===== src/rtl/operand_b_sel_unit.sv =====
// -----------------------------------------------------------------------------
// operand_b_sel_unit
//
// Operand-B selector for the ID stage of the RSA-decryption ASIP. Picks operand
// B from rb, rf, constant zero or the last captured operand. When rb is chosen,
// a result pending in a downstream stage (EX .. WB) is forwarded in its place,
// with the youngest stage winning. A forwarding hit on a stage whose result is
// not ready yet (a load in flight) raises stall_req. The chosen operand is held
// in a one-entry valid/ready stage that feeds EX.
//
// Optional feature, enabled by defining OPB_SEL_STALL_CNT_EN:
//   a saturating stall counter (stall_cnt) with a synchronous clear (stall_cnt_clr).
//
// Ports:
//   clk           rising-edge clock
//   rst_n         asynchronous active-low reset
//   rb, rb_addr   register-file B read data and the register it came from
//   rf            alternate source (immediate / F register)
//   src_sel       0=rb (forwardable), 1=rf, 2=zero, 3=re-issue last operand
//   in_valid      ID presents an operand request
//   in_ready      request accepted this cycle
//   fwd_valid     stage i holds a register-writing instruction
//   fwd_ready     stage i result is available
//   fwd_addr      stage i destination at [i*ADDR_W +: ADDR_W]
//   fwd_data      stage i result at [i*N +: N]
//   flush         squash the ID/EX operand
//   out_valid     operand_b valid for EX
//   out_ready     EX consumes operand_b
//   operand_b     registered selected operand
//   stall_req     load-use hazard stall request
//   stall_cnt     (optional) cycles spent with stall_req high, saturating
//   stall_cnt_clr (optional) synchronous clear of stall_cnt
// -----------------------------------------------------------------------------
module operand_b_sel_unit #(
  parameter int N      = 32,
  parameter int ADDR_W = 4,
  parameter int NFWD   = 3,
  parameter int CNT_W  = 16
) (
  input  logic                   clk,
  input  logic                   rst_n,
  input  logic [N-1:0]           rb,
  input  logic [N-1:0]           rf,
  input  logic [1:0]             src_sel,
  input  logic [ADDR_W-1:0]      rb_addr,
  input  logic                   in_valid,
  output logic                   in_ready,
  input  logic [NFWD-1:0]        fwd_valid,
  input  logic [NFWD-1:0]        fwd_ready,
  input  logic [NFWD*ADDR_W-1:0] fwd_addr,
  input  logic [NFWD*N-1:0]      fwd_data,
  input  logic                   flush,
  output logic                   out_valid,
  input  logic                   out_ready,
  output logic [N-1:0]           operand_b,
  output logic                   stall_req
`ifdef OPB_SEL_STALL_CNT_EN
  ,
  input  logic                   stall_cnt_clr,
  output logic [CNT_W-1:0]       stall_cnt
`endif
);

  typedef enum logic {EMPTY, FULL} stage_state_t;

  stage_state_t state;
  logic [N-1:0] last_operand;
  logic [N-1:0] sel_value;
  logic [N-1:0] match_data;
  logic         match_any;
  logic         match_ready;
  logic         hazard;
  logic         capture;

  // Forwarding lookup. The loop walks from the oldest stage towards EX so the
  // youngest matching stage overwrites any older one; an older stage that is
  // ready can therefore never hide a pending load in a younger stage.
  // Register 0 is hard-wired and never forwards.
  always_comb begin
    match_any   = 1'b0;
    match_ready = 1'b0;
    match_data  = '0;
    for (int i = NFWD - 1; i >= 0; i--) begin
      if ((src_sel == 2'd0) && (rb_addr != '0) && fwd_valid[i] &&
          (fwd_addr[i*ADDR_W +: ADDR_W] == rb_addr)) begin
        match_any   = 1'b1;
        match_ready = fwd_ready[i];
        match_data  = fwd_data[i*N +: N];
      end
    end
  end

  // Source mux; the forwarded value replaces rb only on a hit.
  always_comb begin
    case (src_sel)
      2'd0:    sel_value = match_any ? match_data : rb;
      2'd1:    sel_value = rf;
      2'd2:    sel_value = '0;
      default: sel_value = last_operand;
    endcase
  end

  // The hazard only matters when ID actually wants an operand.
  assign hazard    = in_valid && match_any && !match_ready;
  assign stall_req = hazard;
  assign out_valid = (state == FULL);
  assign in_ready  = !hazard && (!out_valid || out_ready) && !flush;
  assign capture   = in_valid && in_ready;

  // Output stage. flush wins over everything and leaves the last-operand
  // register alone so a later re-issue still sees the last real capture.
  always_ff @(posedge clk or negedge rst_n) begin
    if (!rst_n) begin
      state        <= EMPTY;
      operand_b    <= '0;
      last_operand <= '0;
    end else if (flush) begin
      state <= EMPTY;
    end else if (capture) begin
      state        <= FULL;
      operand_b    <= sel_value;
      last_operand <= sel_value;
    end else if (out_ready) begin
      state <= EMPTY;
    end
  end

`ifdef OPB_SEL_STALL_CNT_EN
  // Stall counter: clear beats increment, and it sticks at all-ones.
  always_ff @(posedge clk or negedge rst_n) begin
    if (!rst_n) begin
      stall_cnt <= '0;
    end else if (stall_cnt_clr) begin
      stall_cnt <= '0;
    end else if (stall_req && (stall_cnt != {CNT_W{1'b1}})) begin
      stall_cnt <= stall_cnt + 1'b1;
    end
  end
`else
  // CNT_W only sizes the optional counter; it has no effect in this build.
  if (CNT_W < 1) begin : g_cnt_w_unused
  end
`endif

endmodule


===== config.mk =====
export PLATFORM = sky130hd
export DESIGN_NAME = operand_b_sel_unit
export DESIGN_NICKNAME = d
export VERILOG_FILES = /design/src/rtl/operand_b_sel_unit.sv
export SDC_FILE = /design/constraint.sdc
export NUM_CORES = 1
export LEC_CHECK = 0
export ABC_AREA = 1
export CORE_AREA = 2 2 96 98
export DETAILED_ROUTE_END_ITERATION = 8
export DIE_AREA = 0 0 98 100
export PLACE_DENSITY_LB_ADDON = 0.05
export SYNTH_ARGS = -nofsm -noshare
export SYNTH_HDL_FRONTEND = slang
export SYNTH_SLANG_ARGS = --single-unit

===== constraint.sdc =====
create_clock -name clk -period 3.9 [get_ports clk]
set_input_delay 0.78 -clock clk [delete_from_list [all_inputs] [get_ports clk]]
set_output_delay 0.78 -clock clk [all_outputs]
set_load 0.03 [all_outputs]

Word-level counts from Yosys, hierarchy flattened
Cells that the tools add are included.
{"block": "classes", "mux": 14, "bitwise": 1, "n_eq_ne": 5, "reduce_logical": 22}
{"operator": "$mux W32", "n": 4}
{"operator": "$pmux W32 S3", "n": 1}
{"operator": "$eq A4 B4 Y1", "n": 3}
{"operator": "$logic_and A1 B1 Y1", "n": 12}
{"operator": "$mux W1", "n": 9}
{"operator": "$reduce_bool A3 Y1", "n": 2}
{"operator": "$logic_not A1 Y1", "n": 4}
{"operator": "$reduce_bool A4 Y1", "n": 1}
{"operator": "$reduce_and A3 Y1", "n": 1}
{"operator": "$eq A2 B1 Y1 const B", "n": 1}
{"operator": "$eq A2 B2 Y1 const B", "n": 1}
{"operator": "$logic_not A2 Y1", "n": 1}
{"operator": "$logic_or A1 B1 Y1", "n": 1}
{"operator": "$not A1 Y1", "n": 1}
{"block": "totals", "reg_bits": 33, "inputBits": 189, "out_inout_bits": 35, "word_cells": 44}

Depth between registers and ports, before layout
Gate-level depths: netlist (run 1).
{"block": "depth", "depth_word": 15, "mapped_depth": 16, "mapped_depth_nobuf": 15}

Worst setup path before layout (run 1)
OpenSTA, ideal clock, no wires.
{"block": "synth_path", "path_kind": "input to output", "start": "input port src_sel[0]", "end": "output port in_ready", "n_path_buf": 0, "stages": 11, "slack_ns": 0.935, "t_arrival_ns": 2.185, "required_time_ns": 3.120, "path_cell_list": "inv_1 > ha_1 > nand2_1 > nor2_1 > nand2_2 > nand2_1 > nor2_1 > nor2_1 > nand2_2 > inv_1 > nor2_1"}
{"block": "synth_between", "elab_chain_cells": 12, "word_cells_on_any_way": 20, "cone_classes": "6 x mux; 14 x reduce/logical"}
{"item": "from (decl)", "line_no": "44", "source": "input logic [1:0] src_sel,"}
{"item": "$logic_not A2 Y1 (*)", "line_no": "84", "source": "if ((src_sel == 2'd0) && (rb_addr != '0) && fwd_valid[i] &&"}
{"item": "$logic_and A1 B1 Y1 (*)", "line_no": "84"}
{"item": "$logic_and A1 B1 Y1 (2 in a row)", "line_no": "84"}
{"item": "$mux W1 (3 in a row)", "line_no": "84"}
{"item": "$logic_and A1 B1 Y1 or $logic_not A1 Y1 (tied branches)", "line_no": "104", "source": "assign hazard = in_valid && match_any && !match_ready;"}
{"item": "$logic_and A1 B1 Y1 (*)", "line_no": "104"}
{"item": "named net stall_req", "line_no": "56", "source": "output logic stall_req"}
{"item": "$logic_not A1 Y1 (*)", "line_no": "107", "source": "assign in_ready = !hazard && (!out_valid || out_ready) && !flush;"}
{"item": "$logic_and A1 B1 Y1 (*) (2 in a row)", "line_no": "107"}
{"item": "to (decl)", "line_no": "47", "source": "output logic in_ready,"}
The timed path passes the listed nets; every way through them passes the cells marked *.

Final worst setup path (run 1)
{"block": "layout_path", "start": "input port rb_addr[0]", "end": "output port in_ready"}
{"block": "layout_between", "elab_chain_cells": 12, "word_cells_on_any_way": 23, "cone_classes": "3 x eq/ne; 6 x mux; 14 x reduce/logical"}
{"item": "from (decl)", "line_no": "45", "source": "input logic [ADDR_W-1:0] rb_addr,"}
{"item": "$reduce_bool A4 Y1", "line_no": "84"}
{"item": "$logic_and A1 B1 Y1 (3 in a row)", "line_no": "84"}
{"item": "$mux W1 (3 in a row)", "line_no": "84"}
{"item": "$logic_and A1 B1 Y1 or $logic_not A1 Y1 (tied branches)", "line_no": "104"}
{"item": "$logic_and A1 B1 Y1 (*)", "line_no": "104"}
{"item": "$logic_not A1 Y1 (*)", "line_no": "107"}
{"item": "$logic_and A1 B1 Y1 (*) (2 in a row)", "line_no": "107"}
Every way passes the cells marked *; elsewhere a longest branch is shown, timed or not.

==> qor.yml, run 1 <==
fill_cells: 854
worstPathArrival_ns: 2.68
fin_crit_sh_pct: 88.7
io_pins: 224
ys_async_sr_fraction_pct: 100
max_freq_mhz: 289
die_w_um: 98
cts_buffers: 5
setup_viol: 0
setup_slack_ns: 0.439
hold_path_class: "flop to flop"
synth-edff-count: 0
cts_hold_buf: 0
netlist_instances: 677
synth-seq-area-share_pct: 23.9
path_max_fanout: 22
grt_setup_unrepaired: "false"
top_usage_layer: "met2"
grt_start_max_net_pins: 34
start_kind: "input pin"
met3_usage_pct: 4.94
clk_pin_slew_worst_paths_ns: 0.08
antennaDiodeCount: 0
antenna_found_initial: 0
yosysMostFrequentCell: "nand2_1"
routedWlPerCell_um: 13.4
dpl.hpwl_um: 10400
tightest_slew_ns: 0.759
clk-insertion-delay-late_ns: 0.29
synth_cell_types: 20
use_met1_pct: 30.4
overflow: 0
grtUsageTotal_pct: 26.7
design_power_total_mw: 1.46
die_h_um: 100
yosys-top-cells-area: "nand2_1 42%, dfrtp_1 24%, nand3_1 9.8%"
netlist_area_sq_um: 3460
drc: 0
cts_tree: "yes"
cp-end-kind: "output pin"
via_per_inst: 4.84
syn_avg_cell_area_sq_um: 5.10
syn_nets: 869
grt_pass1_wl_um: 21400
syn2layout_area_growth_pct: 70.3
placed_cell_area_sq_um: 5770
drt_wl_total_um: 13300
synth_commonest_cells: "387 x nand2_1, 74 x nor2_1, 68 x nand3_1"
slew_viol_final: 0
drt_iter0_markers: 173
synth_ff_type: "dfrtp_1"
leakage_nw: 3.03
synth-warning-count: 0
slew_headroom_pct: 49.4
ant_nets: 0
grt_pass1_vias: 4698
hold_viol_final: 0
cts_sinks: 33
postCtsResizedCells: 0
post-synth-top-area-cell: "nand2_1"
cts_max_path_buffers: 2
run_status: "finished, final reports clean"
place_ws_ns: 0.475
max-vdd-ir-drop_v: 0.000191
ys_ff_latch: 33
finClkSkew_ns: 0.0120
period_minus_slack_ns: 3.46
final_cell_area_sq_um: 5890
cts_setup_buffers: 0
fin_util_pct: 66.2
dieArea_sq_um: 9800
power_density_nw_per_um2: 249
drv_cap: 0
worst-setup-path-type: "input pin to output pin"
nets: 1075
cts-root-buf: "clkbuf_8"
drive_above_1_share_pct: 4.30
grt_use_met2_pct: 47.8
rows: 35
synth_top_area_share_pct: 42.0
gp_congestion: 0.962
setup_tns_ns: 0
coreArea_sq_um: 8890
drt_pass1_iterations: 5
num_vias: 4817
cts_max_level: 2
initial_core_util_pct: 38.9
cp.required_ns: 3.12
numPortBuffers: 223
## cells in the final DEF, fill, tap and decap left out, drive strengths merged
cell type,instances
nor2,78
a21boi,1
o21ai,4
nand2,390
ha,3
nand3,70
clkbuf,5
inv,57
dfrtp,33
a21oi,2
nand4,2
clkdlybuf4s50,220
buf,16
clkinv,1
bufinv,1
clkinvlp,1
## per-layer routing
layer  wire length, um  vias to the layer above
li1                  -                     2435
met1              5080                     2090
met2              6410                      252
met3              1180                       40
met4               625                        0
met5                 0                        -
## registers in the layout, summed over array words and instances, names as in the netlist
signal	cells
out_valid	1
last_operand	32
## worst paths after layout
kind,startpoint,end,slack (ns),cells after the start
setup reg to reg,out_valid,last_operand[12],2.30,6
min in group asynchronous,rst_n,last_operand[10],0.55,1
max in group asynchronous,rst_n,last_operand[22],2.85,1
setup / recovery,rb_addr[0],in_ready,0.44,14
hold / removal,last_operand[17],last_operand[17],0.48,2
hold reg to reg,last_operand[17],last_operand[17],0.48,2
## per-stage QoR
stage | std cells | hold slack, ns
6_report | 995 | 0.483
2_1_floorplan | 677 | 0.484
3_3_place_gp | 987 | 0.461
4_1_cts | 995 | 0.485
5_1_grt | 995 | 0.494
3_5_place_dp | 987 | 0.464
## where the power goes
| part | internal (mW) | total (mW) | switching [mW] |
|---|---|---|---|
| Combinational | 0.348 | 0.692 | 0.344 |
| Clock | 0.191 | 0.333 | 0.142 |
| Sequential | 0.405 | 0.440 | 0.0350 |
| Total | 0.944 | 1.46 | 0.521 |
## layout make-up
cell class	instances	area, sq um	share of cell area (%)
clock buffer	5	68.8	1.17
clock inverter	3	46.3	0.786
inverter	57	214	3.63
multi-input combinational	550	2250	38.2
sequential	33	826	14.0
tap	111	139	2.36
timing repair buffer	236	2340	39.8
## logic make-up (layout without fill, tap and decap cells)
logic type | count (synthesis) | in the layout | synth area share, %
adder cells (fa/ha/maj) | 3 | 3 | 1.09
buffers and inverters | 94 | 301 | 11.0
AND/OR/NAND/NOR | 540 | 540 | 62.9
flip-flops | 33 | 33 | 23.9
AO/OA/AOI/OAI | 7 | 7 | 1.09
## critical path, cell delays in order
cell and delay [ns]:
clkdlybuf4s50_1 0.57, nor2_1 0.08, nand2_1 0.08, nand2_1 0.10, nor2_4 0.12, buf_4 0.27
nand3_1 0.11, nand2_1 0.07, inv_1 0.05, nand2_1 0.06, nand2_2 0.08, inv_1 0.10
nor2_1 0.05, buf_4 0.16
No activity file was read; power rests on OpenSTA's default activity.
==> run 2, diff against run 1 <==
HOLD_SLACK_MARGIN = 0.03   (was unset)
PLACE_DENSITY = 0.87   (was unset)
PLACE_DENSITY_LB_ADDON = unset   (was 0.05)
RECOVER_POWER = 50   (was unset)
==> run 2 against run 1 <==
Compared with the run above:
- the run now ends with capacitance limit, slew limit left
- die area unchanged
- clock-buffer cell count increased by 2
- sequential power about the same
- cell area decreased by 0.60%
- flip-flop and latch count unchanged
- total power decreased by 1.4%
- clock power about the same
- critical endpoint unchanged
- largest cell class unchanged
- largest power group unchanged
- highest routed layer unchanged
==> qor.yml, run 2 (same netlist as run 1, synthesis figures left out) <==
start_kind: "input pin"  # unchanged
antenna_found_initial: 0  # unchanged
drt_iter0_markers: 211  # was 173
slew_headroom_pct: -26.4  # was 49.4%
finClkSkew_ns: 0.00915  # was 0.0120 ns
io_pins: 224  # unchanged
cts_tree: "yes"  # unchanged
slew_viol_final: 34  # was 0
drc: 0  # unchanged
period_minus_slack_ns: 3.55  # was 3.46 ns
fin_util_pct: 65.8  # was 66.2%
overflow: 0  # unchanged
drv_cap: 1  # was 0
initial_core_util_pct: 38.9  # unchanged
hold_path_class: "flop to flop"  # unchanged
worst-setup-path-type: "input pin to output pin"  # unchanged
drive_above_1_share_pct: 3.75  # was 4.30%
cts_setup_buffers: 0  # unchanged
grt_pass1_wl_um: 20700  # was 21,400 um
fin_crit_sh_pct: 91.1  # was 88.7%
cts_buffers: 5  # unchanged
numPortBuffers: 223  # unchanged
worstPathArrival_ns: 2.77  # was 2.68 ns
gp_congestion: 0.918  # was 0.962
cts_max_level: 2  # unchanged
ant_nets: 0  # unchanged
drt_wl_total_um: 12600  # was 13,300 um
design_power_total_mw: 1.44  # was 1.46 mW
antennaDiodeCount: 0  # unchanged
postCtsResizedCells: 0  # unchanged
largest_reg_flops: 32  # unchanged
tightest_slew_ns: 1.90  # was 0.759 ns
coreArea_sq_um: 8890  # unchanged
setup_tns_ns: 0  # unchanged
nets: 1072  # was 1,075
syn2layout_area_growth_pct: 69.3  # was 70.3%
hold_path.startpoint: "last_operand[31]"  # was last_operand[17]
clk-insertion-delay-late_ns: 0.28  # was 0.29 ns
final_cell_area_sq_um: 5850  # was 5890 sq um
max_freq_mhz: 282  # was 289 MHz
violations: "capacitance limit, slew limit"
dieArea_sq_um: 9800  # unchanged
via_per_inst: 4.68  # was 4.84
rr_startpoint: "out_valid"  # unchanged
leakage_nw: 3.04  # was 3.03 nW
critPathLaunch: "rb_addr[3]"  # was rb_addr[0]
routedWlPerCell_um: 12.7  # was 13.4 um
power_density_nw_per_um2: 247  # was 249 nW/um^2
num_vias: 4639  # was 4,817
final_common_cell: "nand2_1"  # unchanged
die_w_um: 98  # unchanged
setup_viol: 0  # unchanged
grt_start_max_net_pins: 65  # was 34
cp-end-kind: "output pin"  # unchanged
die_h_um: 100  # unchanged
placed_cell_area_sq_um: 5740  # was 5770 sq um
path_max_fanout: 14  # was 22
cts_sinks: 33  # unchanged
dpl.hpwl_um: 9670  # was 10,400 um
whs_ns: 0.473  # was 0.483 ns
final_cell_mix: "387 x nand2_1, 203 x clkdlybuf4s50_1, 74 x nor2_1"  # was 387 x nand2_1, 220 x clkdlybuf4s50_1, 74 x nor2_1
grt_pass1_vias: 4462  # was 4,698
drt_pass1_iterations: 6  # was 5
cts-root-buf: "clkbuf_8"  # unchanged
cts_max_path_buffers: 2  # unchanged
clk_pin_slew_worst_paths_ns: 0.07  # was 0.08 ns
run_status: "finished with violations"  # was finished, final reports clean
cts_hold_buf: 0  # unchanged
grt_setup_unrepaired: "false"  # unchanged
hold_viol_final: 0  # unchanged
cp.required_ns: 3.12  # about the same
grtUsageTotal_pct: 25.7  # was 26.7%
largest-register: "last_operand"  # unchanged
rows: 35  # unchanged
max-vdd-ir-drop_v: 0.000161  # was 0.000191 V
==> run 2: metal layers <==
metal / up-vias / track usage, % / wire (um)
met4: 0 / 6.84 / 230
met2: 200 / 46.0 / 6310
li1: 2434 / - / -
met1: 1985 / 32.6 / 5320
met3: 20 / 3.62 / 739
met5: - / 0 / 0
==> run 2: critical path, cell delays in order <==
cell and delay [ns]:
clkdlybuf4s50_1 0.55, inv_2 0.06, a21boi_1 0.13, nand2_1 0.10, nor2_4 0.28, nand2_2 0.23
nand2_1 0.11, nor2_1 0.04, nor2_1 0.11, nand2_2 0.09, inv_1 0.09, nor2_1 0.05
buf_4 0.16
==> run 2: metrics by stage <==
| stage | setup slack, ns | instances |
|---|---|---|
| 2_1_floorplan | 0.935 | 677 |
| 3_3_place_gp | 0.444 | 984 |
| 3_5_place_dp | 0.373 | 984 |
| 4_1_cts | 0.365 | 992 |
| 5_1_grt | 0.115 | 992 |
| 6_report | 0.348 | 992 |
==> run 2: worst paths after layout <==
| check | to | slack, ns | cells after the start |
|---|---|---|---|
| setup / recovery | in_ready | 0.35 | 13 |
| hold / removal | last_operand[31] | 0.47 | 2 |
| setup reg to reg | last_operand[12] | 2.32 | 6 |
| hold reg to reg | last_operand[31] | 0.47 | 2 |
| max in group asynchronous | last_operand[15] | 1.79 | 1 |
| min in group asynchronous | last_operand[6] | 1.02 | 1 |
==> run 2: layout make-up <==
| cell class | instances | area, sq um |
|---|---|---|
| Clock buffer | 7 | 86.3 |
| Tap cell | 111 | 139 |
| Fill cell | 808 | 3040 |
| Multi-Input combinational cell | 550 | 2250 |
| Clock inverter | 1 | 30.0 |
| Timing Repair Buffer | 233 | 2310 |
| Inverter | 57 | 214 |
| Sequential cell | 33 | 826 |
==> run 2: where the power goes <==
part,internal (mW),total [mW],switching (mW)
logic,0.334,0.670,0.336
registers,0.405,0.439,0.0333
clock network,0.208,0.336,0.128
